--- config.mk ---
export PLATFORM = sky130hd
export DESIGN_NAME = io_console_tx
export DESIGN_NICKNAME = d
export VERILOG_FILES = /design/src/rtl/io_console_tx_pkg.sv /design/src/rtl/io_console_tx_bin2bcd_seq.sv /design/src/rtl/io_console_tx.sv
export SDC_FILE = /design/constraint.sdc
export NUM_CORES = 1
export LEC_CHECK = 0
export ABC_AREA = 1
export BUFFER_PORTS_ARGS = -buffer_cell sky130_fd_sc_hd__buf_2
export CAP_MARGIN = 20
export CORE_MARGIN = 8
export CORE_UTILIZATION = 60
export DETAILED_ROUTE_END_ITERATION = 8
export GPL_ROUTABILITY_DRIVEN = 0
export HOLD_SLACK_MARGIN = 0.02
export PLACE_DENSITY = 0.78
export SYNTH_ARGS = -nofsm -noshare
export SYNTH_HDL_FRONTEND = slang
export SYNTH_HIERARCHICAL = 1
export SYNTH_SLANG_ARGS = --single-unit
--- constraint.sdc ---
create_clock -name clk -period 5 [get_ports clk]
set_clock_uncertainty 0.2 [all_clocks]
set_input_delay 0.5 -clock clk [delete_from_list [all_inputs] [get_ports clk]]
set_output_delay 0.5 -clock clk [all_outputs]
set_load 0.1 [all_outputs]
--- src/rtl/io_console_tx_pkg.sv ---
// -----------------------------------------------------------------------------
// io_console_tx_pkg
//  Shared constants, FSM state type and BCD helper functions for the debug
//  console transmitter (io_console_tx) and its binary-to-BCD converter.
//  No ports; imported by io_console_tx and bin2bcd_seq.
// -----------------------------------------------------------------------------
package io_console_tx_pkg;

  localparam int DATA_W     = 64;        // io_data width; BCD sizing assumes 64
  localparam int NDIG       = 20;        // 2^64-1 has 20 decimal digits
  localparam int BCD_W      = 4 * NDIG;
  localparam int IDX_W      = 5;         // holds digit index 0..NDIG-1
  localparam int FIFO_DEPTH = 4;         // captured values waiting for the converter

  localparam logic [7:0] ASCII_0     = 8'h30;
  localparam logic [7:0] EOL_DEFAULT = 8'h0A;

  typedef enum logic [1:0] {
    ST_IDLE = 2'd0,
    ST_CONV = 2'd1,
    ST_EMIT = 2'd2,
    ST_EOLS = 2'd3
  } state_t;

  // One double-dabble iteration: add 3 to every digit >= 5, then shift the
  // whole BCD vector left by one, bringing in the next binary bit.
  function automatic logic [BCD_W-1:0] dabble_step(input logic [BCD_W-1:0] bcd,
                                                    input logic            bit_in);
    logic [BCD_W-1:0] adj;
    adj = bcd;
    for (int i = 0; i < NDIG; i++) begin
      if (adj[4*i +: 4] >= 4'd5) adj[4*i +: 4] = adj[4*i +: 4] + 4'd3;
    end
    return {adj[BCD_W-2:0], bit_in};
  endfunction

  // Index of the most-significant non-zero digit; 0 when the value is 0 so
  // that a lone '0' is printed.
  function automatic logic [IDX_W-1:0] msd_index(input logic [BCD_W-1:0] bcd);
    logic [IDX_W-1:0] idx;
    idx = '0;
    for (int i = 0; i < NDIG; i++) begin
      if (bcd[4*i +: 4] != 4'd0) idx = IDX_W'(i);
    end
    return idx;
  endfunction

  // Digit selected by a run-time index (mux written as a loop to keep widths
  // explicit).
  function automatic logic [3:0] digit_at(input logic [BCD_W-1:0] bcd,
                                          input logic [IDX_W-1:0] idx);
    logic [3:0] d;
    d = 4'd0;
    for (int i = 0; i < NDIG; i++) begin
      if (IDX_W'(i) == idx) d = bcd[4*i +: 4];
    end
    return d;
  endfunction

endpackage

--- src/rtl/io_console_tx_bin2bcd_seq.sv ---
// -----------------------------------------------------------------------------
// bin2bcd_seq
//  Sequential shift-add-3 (double-dabble) converter, one bit per clock.
//  A start pulse loads the value; 64 iterations follow on the next 64 edges;
//  done rises on the last iteration edge and bcd then holds until the next
//  start.
// Ports
//  clk    in   1      clock
//  rst    in   1      synchronous active-high reset (abandons a conversion)
//  start  in   1      load bin and begin converting
//  bin    in   64     binary value
//  done   out  1      bcd is valid (held until next start)
//  bcd    out  80     20 packed BCD digits, digit 0 in bits [3:0]
// -----------------------------------------------------------------------------
import io_console_tx_pkg::*;

module bin2bcd_seq (
  input  logic              clk,
  input  logic              rst,
  input  logic              start,
  input  logic [DATA_W-1:0] bin,
  output logic              done,
  output logic [BCD_W-1:0]  bcd
);

  logic [DATA_W-1:0] sh;
  logic [5:0]        cnt;
  logic              running;

  always_ff @(posedge clk) begin
    if (rst) begin
      sh      <= '0;
      cnt     <= '0;
      running <= 1'b0;
      done    <= 1'b0;
      bcd     <= '0;
    end else if (start) begin
      sh      <= bin;
      cnt     <= '0;
      running <= 1'b1;
      done    <= 1'b0;
      bcd     <= '0;
    end else if (running) begin
      bcd <= dabble_step(bcd, sh[DATA_W-1]);
      sh  <= {sh[DATA_W-2:0], 1'b0};
      cnt <= cnt + 6'd1;
      if (cnt == 6'd63) begin
        running <= 1'b0;
        done    <= 1'b1;
      end
    end
  end

endmodule

--- src/rtl/io_console_tx.sv ---
// -----------------------------------------------------------------------------
// io_console_tx
//  Consumer end of the CPU debug I/O port. Every 0->1 transition of io_write
//  captures io_data into a small FIFO. Each value is converted to unsigned
//  decimal ASCII (leading zeros suppressed) and streamed byte by byte,
//  followed by EOL, on a valid/ready byte interface.
// Ports
//  clk       in   1    clock, all state on posedge
//  rst       in   1    synchronous active-high reset
//  io_write  in   1    CPU I/O strobe (level); a rise means "new value"
//  io_data   in   64   value captured on the edge that sees the rise
//  tx_data   out  8    ASCII digit or EOL
//  tx_valid  out  1    tx_data holds a byte
//  tx_ready  in   1    sink accepts
//  busy      out  1    FSM not idle or FIFO non-empty
//  overflow  out  1    sticky: a value was dropped on a full FIFO
//
// Byte handshake: a byte transfers on a posedge where tx_valid & tx_ready.
// Once tx_valid is high, tx_valid and tx_data stay unchanged until that
// transfer happens; only rst can withdraw a pending byte.
// -----------------------------------------------------------------------------
import io_console_tx_pkg::*;

module io_console_tx #(
  parameter logic [7:0] EOL = EOL_DEFAULT
) (
  input  logic              clk,
  input  logic              rst,
  input  logic              io_write,
  input  logic [DATA_W-1:0] io_data,
  output logic [7:0]        tx_data,
  output logic              tx_valid,
  input  logic              tx_ready,
  output logic              busy,
  output logic              overflow
);

  localparam int PTR_W = $clog2(FIFO_DEPTH);
  localparam int CNT_W = $clog2(FIFO_DEPTH + 1);

  // Edge detect and FIFO
  logic              prev;
  logic [DATA_W-1:0] mem [FIFO_DEPTH];
  logic [PTR_W-1:0]  wr_ptr;
  logic [PTR_W-1:0]  rd_ptr;
  logic [CNT_W-1:0]  count;

  logic rise;
  logic pop;
  logic push_ok;
  logic xfer;

  // FSM
  state_t           state;
  logic [IDX_W-1:0] idx;

  // Converter
  logic             conv_done;
  logic [BCD_W-1:0] bcd;
  logic [IDX_W-1:0] msd;

  assign rise    = io_write & ~prev;
  assign pop     = (state == ST_IDLE) && (count != '0);
  // A full FIFO still accepts when the same edge pops a slot free.
  assign push_ok = rise && ((count != CNT_W'(FIFO_DEPTH)) || pop);
  assign xfer    = tx_valid & tx_ready;
  assign msd     = msd_index(bcd);
  assign busy    = (state != ST_IDLE) || (count != '0);

  bin2bcd_seq u_bin2bcd (
    .clk   (clk),
    .rst   (rst),
    .start (pop),
    .bin   (mem[rd_ptr]),
    .done  (conv_done),
    .bcd   (bcd)
  );

  // FIFO storage needs no reset: count/pointers define what is valid.
  always_ff @(posedge clk) begin
    if (!rst && push_ok) mem[wr_ptr] <= io_data;
  end

  always_ff @(posedge clk) begin
    if (rst) begin
      prev     <= 1'b0;
      wr_ptr   <= '0;
      rd_ptr   <= '0;
      count    <= '0;
      overflow <= 1'b0;
    end else begin
      prev <= io_write;
      if (rise && !push_ok) overflow <= 1'b1;
      if (push_ok) begin
        wr_ptr <= (wr_ptr == PTR_W'(FIFO_DEPTH - 1)) ? '0 : wr_ptr + PTR_W'(1);
      end
      if (pop) begin
        rd_ptr <= (rd_ptr == PTR_W'(FIFO_DEPTH - 1)) ? '0 : rd_ptr + PTR_W'(1);
      end
      case ({push_ok, pop})
        2'b10:   count <= count + CNT_W'(1);
        2'b01:   count <= count - CNT_W'(1);
        default: count <= count;
      endcase
    end
  end

  // Conversion / emission FSM. The converter starts on the IDLE pop edge;
  // the CONV state waits for done, then picks the first printed digit.
  always_ff @(posedge clk) begin
    if (rst) begin
      state    <= ST_IDLE;
      idx      <= '0;
      tx_data  <= 8'h00;
      tx_valid <= 1'b0;
    end else begin
      case (state)
        ST_IDLE: begin
          if (pop) state <= ST_CONV;
        end
        ST_CONV: begin
          if (conv_done) begin
            idx      <= msd;
            tx_data  <= ASCII_0 + {4'b0000, digit_at(bcd, msd)};
            tx_valid <= 1'b1;
            state    <= ST_EMIT;
          end
        end
        ST_EMIT: begin
          if (xfer) begin
            if (idx == '0) begin
              tx_data <= EOL;
              state   <= ST_EOLS;
            end else begin
              idx     <= idx - IDX_W'(1);
              tx_data <= ASCII_0 + {4'b0000, digit_at(bcd, idx - IDX_W'(1))};
            end
          end
        end
        ST_EOLS: begin
          if (xfer) begin
            tx_valid <= 1'b0;
            state    <= ST_IDLE;
          end
        end
        default: state <= ST_IDLE;
      endcase
    end
  end

endmodule
* Yosys cells after proc, flatten, opt, wreduce, memory -nomap -nowiden
Memory sizes are Yosys's and may differ from the RTL's. A register that Yosys moved wholly into a read port is not among the register bits.
Cells that the tools add are included.
** Storage, ports and cells
- Register bits :: 177
- Latch bits :: 0
- Memory bits (writable) :: 256
- Memory bits (read-only) :: 0
- Bits of input ports :: 68
- Memories kept :: 1
** Operators by class
- $add $sub $neg :: 28
- Multiply operators :: 0
- Divide/modulo/power cells :: 0
- $lt $le $gt $ge :: 20
- Equality and inequality tests :: 53
- Shifts and indexed selects :: 0
- Muxes and demuxes :: 115
- Bitwise logic cells :: 3
- Reduce and logical (&&, ||, !) cells :: 43
** Memories
- mem :: depth 4, bits a word 64, read ports 1, clocked after memory_dff 1, wr ports 1, RTL line io_console_tx.sv:43 : logic [DATA_W-1:0] mem [FIFO_DEPTH];
** Operators with widths (number)
- 4-bit two-way mux :: 66
- 64-bit two-way mux :: 2
- 5-bit two-way mux :: 21
- 4-bit by 5-bit == test with 1-bit output (first input constant) :: 16
- 4-bit by 3-bit greater-or-equal comparator with 1-bit output (second input constant) :: 20
- 4-bit by 2-bit adder with 4-bit output (second input constant) :: 19
- 4-bit nonzero test :: 19
- 3-bit by 5-bit == test with 1-bit output (first input constant) :: 8
- 5-bit == test (first input constant) :: 8
- 2-bit by 5-bit == test with 1-bit output (first input constant) :: 4
- 2-bit two-way mux :: 9
- 8-bit two-way mux :: 2
- 8-bit case mux with 2 select lines :: 1
- 5-bit logical NOT :: 3
- 6-bit by 4-bit adder with 7-bit output (first input constant) :: 2
- 1-bit by 5-bit == test with 1-bit output (first input constant) :: 2
- 2-bit == test (second input constant) :: 5
- 2-bit != test (second input constant) :: 5
- 5-bit case mux with 2 select lines :: 1
- 2-bit nonzero test :: 5
- 1-bit two-way mux :: 8
- 2-bit case mux with 4 select lines :: 1
- 7-bit two-way mux :: 1
- 6-bit by 1-bit adder with 6-bit output (second input constant) :: 1
- 24 further kinds :: 33

* Logic depth before layout (Yosys ltp)
Gate-level depths: netlist (run 1).
- Word-level depth :: 47
- Gate-level depth with buffers :: 34
- Gate-level depth less buffers :: 34

* Modules after synthesis
Netlist (run 1), hierarchy kept.
** Modules (own cells, without submodules)
- io_console_tx :: times used 1, cells each 1226, area an instance 12708.4 sq um, sequential area each 8167.8 sq um
- bin2bcd_seq :: times used 1, cells each 1147, area an instance 8235.4 sq um, sequential area each 3042.9 sq um

* Worst setup path after synthesis (run 1)
Ideal clock, no wire load.
- Kind :: reg-to-reg
- Start :: reg state[0]
- End :: mem mem[0][0] (enable)
- Setup time :: 486 ps
- Data arrival time :: 3550 ps
- Data required time :: 4314 ps
- Setup slack :: 764 ps
- Cell stages (with the launch flop) :: 7
- Cell sequence :: dfxtp_1 -> inv_1 -> ha_1 -> inv_1 -> nand3_1 -> nand3_1 -> nor2_1
** Between the ends
- Longest elaborated chain between the ends :: 7
** RTL lines
- start, declared :: RTL line io_console_tx.sv:54 : state_t state;
- start signal, assigned :: RTL line io_console_tx.sv:112 : state <= ST_IDLE;
- start signal, assigned :: RTL line io_console_tx.sv:119 : if (pop) state <= ST_CONV;
- start signal, assigned :: RTL line io_console_tx.sv:126 : state <= ST_EMIT;
- 2-bit logical NOT :: RTL line io_console_tx.sv:63 : assign pop = (state == ST_IDLE) && (count != '0);
- 1-bit logical AND :: RTL line io_console_tx.sv:63
- 1-bit logical OR :: RTL line io_console_tx.sv:65 : assign push_ok = rise && ((count != CNT_W'(FIFO_DEPTH)) || pop);
- 1-bit logical AND :: RTL line io_console_tx.sv:65
- 1-bit logical AND :: RTL line io_console_tx.sv:81 : if (!rst && push_ok) mem[wr_ptr] <= io_data;
- 1-bit two-way mux :: RTL line io_console_tx.sv:81
- 1-bit two-way mux (not written as such) :: RTL line io_console_tx.sv:81
- end, declared :: RTL line io_console_tx.sv:43
Every way passes these cells.

* Worst setup path in the final report (run 1)
- Start :: reg u_bin2bcd.bcd[72]
- End :: reg tx_data[0]
** Between the ends
- Longest elaborated chain between the ends :: 30
** RTL lines
- start, declared :: RTL line io_console_tx_bin2bcd_seq.sv:23 : output logic [BCD_W-1:0] bcd
- start signal, assigned :: RTL line io_console_tx_bin2bcd_seq.sv:44 : bcd <= dabble_step(bcd, sh[DATA_W-1]);
- 4-bit nonzero test :: RTL line io_console_tx_pkg.sv:43 : if (bcd[4*i +: 4] != 4'd0) idx = IDX_W'(i);
- 5-bit two-way mux (2 in a row) :: RTL line io_console_tx_pkg.sv:43
- 5-bit logical NOT :: RTL line io_console_tx_pkg.sv:55 : if (IDX_W'(i) == idx) d = bcd[4*i +: 4];
- 4-bit two-way mux (20 in a row) :: RTL line io_console_tx_pkg.sv:55
- 4-bit two-way mux :: RTL line io_console_tx.sv:122 : if (conv_done) begin
- 4-bit two-way mux :: RTL line io_console_tx.sv:117 : case (state)
- 4-bit two-way mux :: RTL line io_console_tx.sv:111 : if (rst) begin
- 6-bit by 4-bit adder with 7-bit output :: RTL line io_console_tx.sv:124 : tx_data <= ASCII_0 + {4'b0000, digit_at(bcd, msd)};
- 8-bit two-way mux :: RTL line io_console_tx.sv:122
- 8-bit case mux with 2 select lines (*) :: RTL line io_console_tx.sv:117
- end signal, assigned :: RTL line io_console_tx.sv:124
- end signal, assigned :: RTL line io_console_tx.sv:136 : tx_data <= ASCII_0 + {4'b0000, digit_at(bcd, idx - IDX_W'(1))};
- end, declared :: RTL line io_console_tx.sv:31 : output logic [7:0] tx_data,
Every way passes the cells marked *; elsewhere a longest branch is shown, timed or not. The select of a mux whose other input is x is not followed.
A chain may end at the register's enable or synchronous reset.

==> results of run 1 <==
==> worst max-delay path, cell delays in order (launching register included) <==
cell,delay (ns)
dfxtp_1,0.35
nor4_1,0.84
inv_1,0.13
nor2_1,0.17
nand2_1,0.13
inv_2,0.22
nand2_1,0.09
clkinv_1,0.06
nor2_1,0.06
inv_1,0.10
nor2_1,0.10
nand3_1,0.09
nand3_1,0.09
nor3_1,0.21
nand4_1,0.13
nor2_1,0.13
nand4_1,0.09
nor2_1,0.13
nand4_1,0.09
nor2_1,0.11
nand4_1,0.09
nand2_1,0.07
a21oi_1,0.07
==> path summary, 6_finish.rpt <==
kind	depth (start not counted)	startpoint	end
setup / recovery	22	u_bin2bcd/bcd[72]	tx_data[0]
hold / removal	2	rst	tx_data[1]
hold reg to reg	2	tx_data[3]	tx_data[3]
setup reg to reg	22	u_bin2bcd/bcd[72]	tx_data[0]
==> kinds of logic (layout without fill, tap and decap cells) <==
group / after synthesis / after routing / synth area share
simple gates: 1054 / 1054 / 0.2126
compound gates: 473 / 473 / 0.1470
flops: 432 / 432 / 0.5353
buf+inv: 354 / 487 / 0.06846
fa+ha+maj: 57 / 57 / 0.03441
xor+xnor: 2 / 2 / 0.002091
other cells: 1 / 5 / 0.0001791
==> state kept, by name (all words and copies together) (netlist names), named ones only <==
name               cells
tx_valid               1
u_bin2bcd/cnt          6
mem                  256
idx                    5
overflow               1
state                  2
tx_data                5
prev                   1
rd_ptr                 2
u_bin2bcd/bcd         80
u_bin2bcd/done         1
count                  3
wr_ptr                 2
u_bin2bcd/sh          64
u_bin2bcd/running      1
==> power by group <==
part | switching, W | internal [W] | total [W]
combinational | 0.00445 | 0.00181 | 0.00627
clock | 0.00139 | 0.00185 | 0.00324
sequential | 0.000496 | 0.00424 | 0.00474
==> cells in the final DEF, fill, tap and decap left out, types with 23 or more instances in the layout <==
cell type / count
nand2_1: 421
nor2_1: 343
edfxtp_1: 256
inv_1: 224
o21ai_0: 173
dfxtp_1: 173
nand3_1: 154
a21oi_1: 128
buf_2: 76
nor3_1: 75
o22ai_1: 66
dlygate4sd3_1: 65
ha_1: 56
o221ai_2: 51
clkbuf_16: 43
nand4_1: 23
==> metrics by stage <==
stage,cell area (um2),setup slack [ns]
after floorplan,20950,0.7636
after global placement,21570,1.448
after detailed placement,21570,1.220
after CTS,23620,1.190
after global routing,23690,0.6117
final,23690,1.098
==> cell usage after synthesis, types with 15 or more instances <==
cell type / n / share of area
nand2_1: 421 / 0.075
nor2_1: 347 / 0.062
edfxtp_1: 256 / 0.37
inv_1: 225 / 0.040
dfxtp_1: 176 / 0.17
o21ai_0: 173 / 0.041
nand3_1: 154 / 0.037
a21oi_1: 129 / 0.031
nor3_1: 75 / 0.018
o22ai_1: 66 / 0.020
clkbuf_1: 60 / 0.011
ha_1: 56 / 0.033
o221ai_2: 51 / 0.037
buf_2: 36 / 0.0086
nand4_1: 23 / 0.0069
o21ai_1: 18 / 0.0043
inv_2: 16 / 0.0029
nor4_1: 15 / 0.0045
==> metal layers <==
layer	vias up	routed length, um
li1	8360	-
met1	8223	20630
met2	679	25280
met3	88	3495
met4	0	964
met5	-	0
==> cell type report <==
class                   instances  area share
multi-input cells            1588      0.3523
diodes                          3   0.0003169
clock buffers                  57     0.04849
well taps                     455     0.02403
inverters                     247     0.03930
flip-flops and latches        432      0.4736
clock inverters                23     0.01078
repair buffers                160     0.05124
==> what timing repair did <==
| item | in CTS | in global routing |
|---|---|---|
| hold endpoints to repair | 257 | 0 |
| hold buffers | 65 | 0 |
| buffers inserted | 0 | 0 |
==> flow_summary_export.csv, run 1 <==
group,metric,value,unit
status,status,"complete, no violations",
clocking,cts_htree_levels,2,
synthesis,synth_edf_count,256,
cells_and_area,multi_input_area,0.008344,mm2
routing,drt_iter0_markers,1705,
die,die_w,202.8,um
cells_and_area,nNetsFinal,2597,
clocking,clkLatencyLatePin,0.58,ns
die,die-area,0.04114,mm2
routing,route.detailed.drc,0,
synthesis,synth-async-reset-ratio,0,
sta,tightest_slew,1.045,ns
worst_setup_path,rrSetupSlack,1.10,ns
sta,whs,0.1373,ns
cells_and_area,drive_gt1_frac,0.1029,
placement,portBuffers,76,
grt,grt_pass1_vias,16460,
grt,met2_usage,0.4148,
grt,grt_util_all_layers,0.2344,
worst_setup_path,start_kind,"flop",
synthesis,ys_warn_count,6,
sta,hold_viol_final,0,
sta,rsz0062_at_grt,"no",
die,die_y,202.8,um
routing,via_per_inst,5.852,
cells_and_area,nFillCells,2549,
grt,grt_pass1_wl,80.75,mm
synthesis,synth_cell_types,47,
synthesis,synthesis.area,0.02094,mm2
die,num_rows,68,
cells_and_area,postLayoutCoreUtil,0.6874,
routing,vias,17350,
clocking,ctsLongestPathBuffers,3,
grt,grt_use_met1,0.2886,
clocking,cts-root-buf,"clkbuf_16",
power,total_power,0.01425,W
power,power_leakage,9.026,nW
sta,max_freq,256.3,MHz
worst_setup_path,cp_max_fo,16,
worst_setup_path,critPathKind,"flop to flop",
sta,final-setup-viol-count,0,
clocking,clock_sinks,432,
synthesis,synth_cells,2373,
grt,busiest_layer,"met2",
grt,grt_max_degree,113,
grt,grt_overflow_total,0,
grt,use_met3,0.03762,
sta,maxSlewHeadroom,0.3021,
sta,fin_crit_sh,0.7804,
sta,fin_setup_tns,0,ns
placement,dp_hpwl,29.56,mm
synthesis,synth-seq-cells,432,
clocking,clkTransAtPathRegs,0.06,ns
synthesis,yosysSeqAreaShare,0.5353,
routing,first_pass_iters,6,
synthesis,synth_area_per_cell,8.826,um2
routing,route.antenna.remaining_nets,0,
placement,post-place-cells,2815,
worst_setup_path,cp.arrival,4.16,ns
clocking,cts_tree,"built",
job,drv_cap,0,
die,io_pins,79,
min_path,worstHoldPathType,"input pin to flop",
worst_setup_path,end_kind,"flop",
die,coreArea,0.03446,mm2
synthesis,synthFlopType,"edfxtp_1",
sta,period_needed,3.902,ns
cells_and_area,syn2layout_area_growth,13.10,%
power,pwr_density_cell,601.5,mW/mm2
routing,wl_per_cell,16.99,um
power,peakVddDrop,0.4847,mV
routing,wl,50.38,mm
worst_setup_path,critPathRequiredTime,5.25,ns
die,start_util,0.6078,
cells_and_area,final_cells,2965,
clocking,numCtsBuffers,43,
cells_and_area,seq_area,0.01122,mm2
grt,antenna_found_initial,3,
sta,drv_slew,0,
clocking,cts_resized,0,
(Power assumes the default switching activity.)
==> run 2: changes to the inputs <==
==> constraint.sdc (replaced) <==
create_clock -name clk -period 4 [get_ports clk]
set_clock_uncertainty 0.2 [all_clocks]
set_input_delay 0.4 -clock clk [delete_from_list [all_inputs] [get_ports clk]]
set_output_delay 0.4 -clock clk [all_outputs]
set_load 0.1 [all_outputs]
==> run 2 against run 1 <==
Against the previous run:
- routed wire length is 2.0% higher
- total power grew 28%
- first-iteration DRC count is 1.9% lower
- non-clock buffer count up 23
- sequential power grew 23%
- critical path depth did not move
- via count up 1.2%
- critical endpoint unchanged
- global-route usage up 0.30 points
- die area is the same
- critical path type unchanged
==> flow_summary_export.csv, run 2 (same netlist as run 1, synthesis figures left out) <==
group,metric,value,unit
die,num_rows,68,
clocking,cts_tree,"built",
sta,maxSlewHeadroom,0.4656,
power,pwr_density_cell,759.0,mW/mm2
worst_setup_path,crit_top_cell,"nor2_1",
clocking,numCtsBuffers,44,
sta,rsz0062_at_grt,"no",
power,internal-power,0.01019,W
clocking,clkLatencyLatePin,0.59,ns
worst_setup_path,slowest_delay,0.66,ns
worst_setup_path,slowest_stage,"nor4_1",
clocking,clock_sinks,432,
placement,dp_hpwl,30.30,mm
worst_setup_path,worst-path-buf-inv,4,
worst_setup_path,end_kind,"flop",
status,status,"complete, no violations",
grt,grt_pass1_vias,16970,
grt,antenna_found_initial,4,
routing,first_pass_iters,6,
power,pwr-share-comb,0.446,
die,die_w,202.8,um
clocking,clkTransAtPathRegs,0.06,ns
worst_setup_path,critPathKind,"flop to flop",
routing,via_per_inst,5.873,
power,p_sw,0.008025,W
routing,wl,51.38,mm
sta,drv_slew,0,
sta,whs,0.05434,ns
power,power_leakage,9.175,nW
worst_setup_path,rrSetupSlack,0.31,ns
job,drv_cap,0,
grt,grt_overflow_total,0,
grt,grt_pass1_wl,81.96,mm
routing,vias,17560,
power,pwr-share-clk,0.233,
cells_and_area,largest-register,"mem",
cells_and_area,reg.largest.list,"mem: 256 flops, u_bin2bcd/bcd: 80 flops, u_bin2bcd/sh: 64 flops",
routing,route.detailed.drc,0,
sta,max_freq,271.2,MHz
cells_and_area,layout_commonest_cell,"nand2_1",
routing,wl_per_cell,17.18,um
sta,final-setup-viol-count,0,
cells_and_area,largest_reg_flops,256,
die,coreArea,0.03446,mm2
min_path,hold_end,"prev",
die,io_pins,79,
sta,period_needed,3.687,ns
routing,drt_iter0_markers,1673,
clocking,cts_htree_levels,2,
die,die_y,202.8,um
cells_and_area,layout_common_cells,"nand2_1 (421), nor2_1 (342), edfxtp_1 (256)",
worst_setup_path,path_delay_family,"simple AND/OR/NAND/NOR gates",
cells_and_area,drive_gt1_frac,0.1130,
placement,portBuffers,76,
clocking,cts-root-buf,"clkbuf_16",
worst_setup_path,critPathRequiredTime,4.26,ns
cells_and_area,nNetsFinal,2621,
die,die-area,0.04114,mm2
min_path,worstHoldPathType,"input pin to flop",
worst_setup_path,reg2regPathDepth,22,
sta,tightest_slew,0.8015,ns
routing,route.antenna.remaining_nets,0,
cells_and_area,syn2layout_area_growth,14.56,%
worst_setup_path,crit-reg2reg-capture,"tx_data[0]",
cells_and_area,nFillCells,2513,
worst_setup_path,cp_max_fo,16,
die,start_util,0.6078,
power,peakVddDrop,0.5485,mV
worst_setup_path,r2r-start,"u_bin2bcd/bcd[71]",
worst_setup_path,worstPathCellList,"nor4_1, inv_1, nor2_1, nand2_1, inv_2, nand2_1, clkinv_1, nor2_1, inv_1, nor2_1, nand3_1, nand3_1, nor3_1, nand4_1, nor2_1, nand4_1, nor2_1, nand4_1, nor2_1, nand4_1, nand2_1, a21oi_1",
min_path,worstHoldStart,"rst",
worst_setup_path,start_kind,"flop",
sta,fin_crit_sh,0.9218,
min_path,hold_depth,2,
grt,grt_max_degree,111,
power,seqPwrFrac,0.321,
power,netSwitchingFraction,0.4407,
sta,hold_viol_final,0,
grt,grt_util_all_layers,0.2375,
power,total_power,0.01821,W
worst_setup_path,cp.arrival,3.95,ns
clocking,ctsLongestPathBuffers,3,
[run 2: cell types whose count changed in the layout (fill, tap and decap cells not counted), sizes merged]
| cell | change |
|---|---|
| clkinvlp | +1 |
| clkbuf | +8 |
| inv | -2 |
| bufinv | +2 |
| clkinv | -7 |
| buf | +23 |
[run 2: power by group through the flow]
stage | clock (W) | sequential (W) | combinational, W
floorplan | 0 | 0.00594 | 0.00600
global placement | 0 | 0.00588 | 0.00761
detailed placement | 0 | 0.00591 | 0.00783
CTS | 0.00426 | 0.00582 | 0.00796
global route | 0.00445 | 0.00591 | 0.00894
finish | 0.00424 | 0.00585 | 0.00812
[run 2: worst max-delay path by stage]
stage / start / endpoint / depth (start not counted)
6_report: u_bin2bcd/bcd[71] / tx_data[0] / 22
5_1_grt: u_bin2bcd/bcd[8] / tx_data[0] / 34
4_1_cts: idx[0] / tx_data[2] / 28
3_5_place_dp: idx[0] / tx_data[2] / 28
3_3_place_gp: idx[0] / tx_data[3] / 27
2_1_floorplan: state[0] / mem[0][0] / 6
[run 2: worst register-to-register path, delay by kind of cell, from the launching register on]
kind | cells | cell delay (ns)
AOI/OAI and AO/OA | 1 | 0.07
DFF | 1 | 0.36
buffers and inverters | 4 | 0.51
and+or+nand+nor | 17 | 2.45
[run 2: timing repair]
| item | CTS | global route |
|---|---|---|
| gates resized for setup | 0 | 7 |
| hold endpoints to repair | 257 | 0 |
| buffers inserted | 0 | 1 |
| hold buffers | 65 | 0 |
| endpoints found under the setup margin | 0 | 4 |
[run 2: routing by layer]
metal | GRT usage | vias up | wire [um]
met5 | 0 | - | 12
met4 | 0.08418 | 2 | 1103
met3 | 0.04447 | 111 | 3785
met2 | 0.4190 | 745 | 25710
met1 | 0.2872 | 8323 | 20770
li1 | - | 8379 | -
[run 2: cell type report]
class | instances | area (um2) | area share
Sequential cell | 432 | 11220 | 0.4675
Timing Repair Buffer | 183 | 1429 | 0.05955
Inverter | 247 | 930.9 | 0.03880
Antenna cell | 3 | 7.507 | 0.0003129
Clock inverter | 17 | 269.0 | 0.01121
Multi-Input combinational cell | 1588 | 8361 | 0.3484
Tap cell | 455 | 569.3 | 0.02373
Clock buffer | 65 | 1210 | 0.05042
[run 2: metrics by stage]
step                instance area [um2]  cells  TNS (ns)  setup slack [ns]  utilization
floorplan                         20950   2374    -60.53           -0.2365            -
global placement                  21800   2838         0            0.4444       0.6328
detailed placement                21800   2838         0            0.3595       0.6328
CTS                               23930   2985         0            0.3462       0.6946
global route                      23990   2990         0         0.0008469       0.6963
finish                            23990   2990         0            0.3130       0.6963
